==> config.mk <==
export PLATFORM = sky130hd
export DESIGN_NAME = reg_load_arbiter
export DESIGN_NICKNAME = d
export VERILOG_FILES = /design/src/rtl/reg_load_arbiter.sv
export SDC_FILE = /design/constraint.sdc
export NUM_CORES = 1
export LEC_CHECK = 0
export BUFFER_PORTS_ARGS = -buffer_cell sky130_fd_sc_hd__clkbuf_2
export CAP_MARGIN = 30
export CELL_PAD_IN_SITES_DETAIL_PLACEMENT = 1
export CELL_PAD_IN_SITES_GLOBAL_PLACEMENT = 1
export CORE_MARGIN = 5
export CORE_UTILIZATION = 31
export CTS_BUF_LIST = sky130_fd_sc_hd__clkbuf_16
export DETAILED_ROUTE_END_ITERATION = 8
export PLACE_DENSITY = 0.84
export SLEW_MARGIN = 20
export SYNTH_ARGS = -nofsm -noshare
export SYNTH_HDL_FRONTEND = slang
export SYNTH_SLANG_ARGS = --single-unit
export TNS_END_PERCENT = 30
==> constraint.sdc <==
create_clock -name CLK -period 3.55 [get_ports CLK]
set_input_delay 0 -clock CLK [delete_from_list [all_inputs] [get_ports CLK]]
set_output_delay 0 -clock CLK [all_outputs]
set_load 0.05 [all_outputs]
==> src/rtl/reg_load_arbiter.sv <==
// Round-robin arbiter that serialises requester writes into one loadable register,
// acknowledges each capture and flags readback mismatches.
module reg_load_arbiter #(
    parameter int N_REQ = 4,
    parameter int WIDTH = 8,
    parameter int IDW   = 2
) (
    input  logic                   CLK,
    input  logic                   RST,
    input  logic [N_REQ-1:0]       req,
    input  logic [N_REQ*WIDTH-1:0] req_data,
    input  logic [WIDTH-1:0]       reg_q,
    input  logic                   err_clr,
    output logic                   lode,
    output logic [WIDTH-1:0]       data_in,
    output logic [N_REQ-1:0]       ack,
    output logic [IDW-1:0]         grant_id,
    output logic                   busy,
    output logic                   err,
    output logic [1:0]             state_dbg
);

    localparam logic [1:0] ST_IDLE = 2'd0;
    localparam logic [1:0] ST_LOAD = 2'd1;
    localparam logic [1:0] ST_ACK  = 2'd2;

    localparam int SEL_W = $clog2(N_REQ);

    // Handshake: req[i] is a level held with req_data[i] until ack[i] pulses;
    // req is only sampled in IDLE, ack[i] is a one-cycle pulse after the load.

    logic [1:0]       state_q, state_d;
    logic [IDW-1:0]   ptr_q, ptr_d;
    logic [IDW-1:0]   grant_q, grant_d;
    logic [WIDTH-1:0] hold_q, hold_d;
    logic             err_q, err_d;

    logic [WIDTH-1:0] data_a [N_REQ];
    logic [SEL_W-1:0] hi_idx, lo_idx, pick_idx;
    logic             hi_found;
    logic [WIDTH-1:0] pick_data;

    for (genvar gi = 0; gi < N_REQ; gi++) begin : g_split
        assign data_a[gi] = req_data[gi*WIDTH +: WIDTH];
    end

    // Lowest set request at or above ptr wins; otherwise wrap to the lowest overall.
    always_comb begin
        hi_found = 1'b0;
        hi_idx   = '0;
        lo_idx   = '0;
        for (int j = N_REQ - 1; j >= 0; j--) begin
            if (req[j[SEL_W-1:0]]) begin
                lo_idx = j[SEL_W-1:0];
                if (j >= int'(ptr_q)) begin
                    hi_found = 1'b1;
                    hi_idx   = j[SEL_W-1:0];
                end
            end
        end
        pick_idx  = hi_found ? hi_idx : lo_idx;
        pick_data = data_a[pick_idx];
    end

    always_comb begin
        state_d = state_q;
        ptr_d   = ptr_q;
        grant_d = grant_q;
        hold_d  = hold_q;
        err_d   = err_q;
        if (err_clr) begin
            err_d = 1'b0;
        end
        case (state_q)
            ST_IDLE: begin
                if (|req) begin
                    hold_d  = pick_data;
                    grant_d = IDW'(pick_idx);
                    state_d = ST_LOAD;
                end
            end
            ST_LOAD: begin
                state_d = ST_ACK;
            end
            ST_ACK: begin
                // A mismatch set overrides a same-cycle clear.
                if (reg_q != hold_q) begin
                    err_d = 1'b1;
                end
                ptr_d   = (grant_q == IDW'(N_REQ - 1)) ? '0 : grant_q + 1'b1;
                state_d = ST_IDLE;
            end
            default: begin
                state_d = ST_IDLE;
            end
        endcase
    end

    always_ff @(posedge CLK or negedge RST) begin
        if (!RST) begin
            state_q <= ST_IDLE;
            ptr_q   <= '0;
            grant_q <= '0;
            hold_q  <= '0;
            err_q   <= 1'b0;
        end else begin
            state_q <= state_d;
            ptr_q   <= ptr_d;
            grant_q <= grant_d;
            hold_q  <= hold_d;
            err_q   <= err_d;
        end
    end

    always_comb begin
        ack = '0;
        for (int j = 0; j < N_REQ; j++) begin
            if (state_q == ST_ACK && grant_q == IDW'(j)) begin
                ack[j[SEL_W-1:0]] = 1'b1;
            end
        end
    end

    // hold only changes on a grant, so data_in stays at the last loaded value.
    assign lode      = (state_q == ST_LOAD);
    assign data_in   = hold_q;
    assign grant_id  = grant_q;
    assign busy      = (state_q != ST_IDLE);
    assign err       = err_q;
    assign state_dbg = state_q;

endmodule

==> out/summary.log <==
[global_routing] wire length of the first global-routing pass 5.68 mm
[placed_design] Port Buf Inserts 65
[critical_path] max incr delay on CP 0.67 ns
[critical_path] Worst Path Class, Setup reg -> reg
[synth] Avg Synthesized Cell Area 10.1 um^2
[timing] fin crit share 0.557
[clock_network] post-CTS setup buffer count 0
[clock_network] Worst-Skew Late Latency 0.25 ns
[cells_and_area] share of final-layout standard cells stronger than drive strength 1 0.425
[clock_network] CTS tree built
[cells_and_area] net count of the finished layout 219
[drt] routed wire length 3.46 mm
[clock_network] number of clock sinks seen by CTS 15
[synth] share of synthesized area occupied by flip-flops and latches 0.372
[cells_and_area] commonest cells after routing, fill and taps aside sky130_fd_sc_hd__clkbuf_2 (65), sky130_fd_sc_hd__mux2i_1 (16), sky130_fd_sc_hd__dfrtp_1 (15)
[cells_and_area] post-synthesis to final-layout area growth 43.7%
[global_routing] antenna violations before repair 0
[drt] count of routing violations after the opening detailed-route iteration 10
[placed_design] half-perimeter wire length after detailed placement 2.69 mm
[timing] final setup violation count 0
[timing] worst-margin pin slew 0.844 ns
[power] power density over the cells 1000 nW/um^2
[floorplan] full die area 4500 um^2
[floorplan] area of the core 3080 um^2
[placed_design] instance area after placement 1350 um^2
[floorplan] std cell rows 20
[critical_path] worst-path cell with the longest stage delay sky130_fd_sc_hd__a21o_1
[clock_network] Max clock buf depth 2
[critical_path] data arrival time of the critical path 2.07 ns
[timing] clock period minus worst slack 1.98 ns
[synth] nets in the synthesized netlist 151
[floorplan] initial core utilization 0.328
[timing] max_slew headroom 0.437
[outcome] outcome complete, no violations
[critical_path] count of buffer and inverter cells on the critical path 0
[synth] cell area after synthesis 1010 um^2
[drt] DR WL/cell 16.4 um
[global_routing] Overflow after GRT 0
[timing] setup_tns 0 ns
[clock_network] H-tree lvl count 1
[timing] final hold vios 0
[cells_and_area] antenna diode count 0
[drt] DRC errors left 0
[critical_path] Worst setup SP type register
[floorplan] die width 67.1 um
[placed_design] instance count after placement with tap cells included 205
[synth] Gate Count Post-Synth 100
[placed_design] GPL Wtd Cong 0.702
[power] Leak 0.801 nW
[critical_path] list of cells traversed by the critical path nor2b_1 > a211o_1 > a21o_1 > mux2i_1 > o221ai_1
[global_routing] via count of the first global-routing pass 1197
[cells_and_area] final instance area 1450 um^2
[synth] Synth Register Bits 15
[timing] number of max-slew violations in the final report 0
[timing] RSZ-0062 raised after global routing false
[timing] worst-case clock skew 0.000930 ns
[drt] total iterations of the first detailed-routing run 4
[clock_network] number of buffers created by CTS 3
[job] number of max-cap violations 0
[global_routing] largest net degree at the start of global routing 18
[critical_path] data required time at the worst endpoint 3.64 ns
[critical_path] maximum fanout along the worst path 17
[clock_network] Clock Pin Slew Worst Setup and Hold Paths 0.05 ns
[worst_hold_path] Worst Hold Class in -> reg
[floorplan] Chip Height 67.1 um
[timing] maximum clock rate 505 MHz
[cells_and_area] Post-Layout Cell Count 211
[power] maximum vdd drop 414 uV
[floorplan] number of top-level pins 66
[drt] Via-to-Cell Ratio 4.89
[cells_and_area] most common cell after layout, fill and taps aside sky130_fd_sc_hd__clkbuf_2
[drt] total via count in the routed design 1031
[critical_path] Top Family by Delay on Critical Path compound AO/OA/AOI/OAI gates
[critical_path] sort of element at the end of the critical path register
[synth] count of warnings emitted by yosys 0
[clock_network] Resized Gates After CTS 0
[cells_and_area] post-route core utilization 0.472
[clock_network] Root Driver sky130_fd_sc_hd__clkbuf_16
[drt] count of nets left with antenna violations after detail routing 0
[global_routing] GR Util All Layers 0.173
[synth] Distinct cells, synth 23
[sequential cells by signal, indices dropped and copies added, names as in the netlist]
name / flops
state_dbg: 2
ptr_q: 2
grant_id: 2
err: 1
data_in: 8
[final timing paths]
kind / slack (ns) / cells past startpoint / start / endpoint
worst max-delay path: 1.57 / 5 / ptr_q[0]$_DFFE_PN0P_ / data_in[2]$_DFFE_PN0P_
worst min-delay path: 0.08 / 3 / req_data[28] / data_in[4]$_DFFE_PN0P_
worst max register to register: 1.57 / 5 / ptr_q[0]$_DFFE_PN0P_ / data_in[2]$_DFFE_PN0P_
worst min register to register: 0.49 / 1 / state_dbg[1]$_DFFE_PN0P_ / state_dbg[1]$_DFFE_PN0P_
max in group asynchronous: 3.06 / 2 / RST / data_in[3]$_DFFE_PN0P_
min in group asynchronous: 0.20 / 2 / RST / data_in[4]$_DFFE_PN0P_
[stage by stage]
step	worst slack (ns)	power (mW)	hold WS, ns
after floorplan	1.55	1.03	-0.296
after global placement	1.72	1.20	-0.0623
after detailed placement	1.55	1.23	-0.0598
after CTS	1.55	1.47	0.0816
after global routing	1.41	1.55	0.108
final	1.57	1.46	0.0810
[worst reg2reg max path, cell delays in order (launching register included)]
cell and delay [ns]:
sky130_fd_sc_hd__dfrtp_1 0.40, sky130_fd_sc_hd__nor2b_1 0.17, sky130_fd_sc_hd__a211o_1 0.13, sky130_fd_sc_hd__a21o_1 0.67, sky130_fd_sc_hd__mux2i_1 0.28, sky130_fd_sc_hd__o221ai_1 0.17
[cells by family (layout without fill, tap and decap cells)]
| group | count (synthesis) | after routing | synth area share |
|---|---|---|---|
| and+or+nand+nor | 25 | 25 | 0.123 |
| AOI/OAI and AO/OA | 19 | 19 | 0.141 |
| muxes | 18 | 18 | 0.181 |
| DFF | 15 | 15 | 0.372 |
| buffers and inverters | 11 | 78 | 0.0644 |
| xor gates and xnor gates | 8 | 8 | 0.0694 |
| adders and majority gates | 4 | 4 | 0.0496 |
[cell usage after synthesis]
cell type,count,share of area
sky130_fd_sc_hd__nand2_1,10,0.037
sky130_fd_sc_hd__nand4_1,2,0.012
sky130_fd_sc_hd__a211o_1,1,0.0087
sky130_fd_sc_hd__inv_1,7,0.026
sky130_fd_sc_hd__a21o_1,2,0.015
sky130_fd_sc_hd__buf_6,1,0.011
sky130_fd_sc_hd__o22ai_1,1,0.0062
sky130_fd_sc_hd__o21ai_0,1,0.0050
sky130_fd_sc_hd__a21oi_1,1,0.0050
sky130_fd_sc_hd__buf_12,1,0.020
sky130_fd_sc_hd__dfrtp_1,15,0.37
sky130_fd_sc_hd__and2_1,4,0.025
sky130_fd_sc_hd__nor2b_1,4,0.025
sky130_fd_sc_hd__or2_1,2,0.012
sky130_fd_sc_hd__o21ai_1,3,0.015
sky130_fd_sc_hd__clkbuf_1,2,0.0074
sky130_fd_sc_hd__nor2_1,3,0.011
sky130_fd_sc_hd__xnor2_1,8,0.069
sky130_fd_sc_hd__mux2_2,2,0.022
sky130_fd_sc_hd__a31o_1,1,0.0087
sky130_fd_sc_hd__o221ai_1,9,0.078
sky130_fd_sc_hd__ha_1,4,0.050
sky130_fd_sc_hd__mux2i_1,16,0.16
[timing repair]
item                                   4_1_cts  5_1_grt
setup endpoints to repair                    0        0
hold buffers                                 2        0
endpoints found under the hold margin       16        0
[metal layers]
| layer | part of all wire | vias up | track usage |
|---|---|---|---|
| li1 | - | 486 | - |
| met1 | 0.40 | 484 | 0.197 |
| met2 | 0.50 | 53 | 0.288 |
| met3 | 0.082 | 8 | 0.0472 |
| met4 | 0.020 | 0 | 0.0937 |
| met5 | 0 | - | 0 |
[power breakdown]
part / switching (mW) / total (mW) / internal, mW
Sequential: 0.0919 / 0.349 / 0.257
Clock: 0.0725 / 0.223 / 0.151
Combinational: 0.611 / 0.884 / 0.273
[layout make-up]
type,count,area [um^2]
clock inverters,1,5.00
multi-input cells,74,569
clock buffers,3,75.1
well taps,44,55.1
flip-flops and latches,15,375
inverters,7,26.3
fillers,374,1630
repair buffers,67,345
No activity file was read; power rests on OpenSTA's default activity.
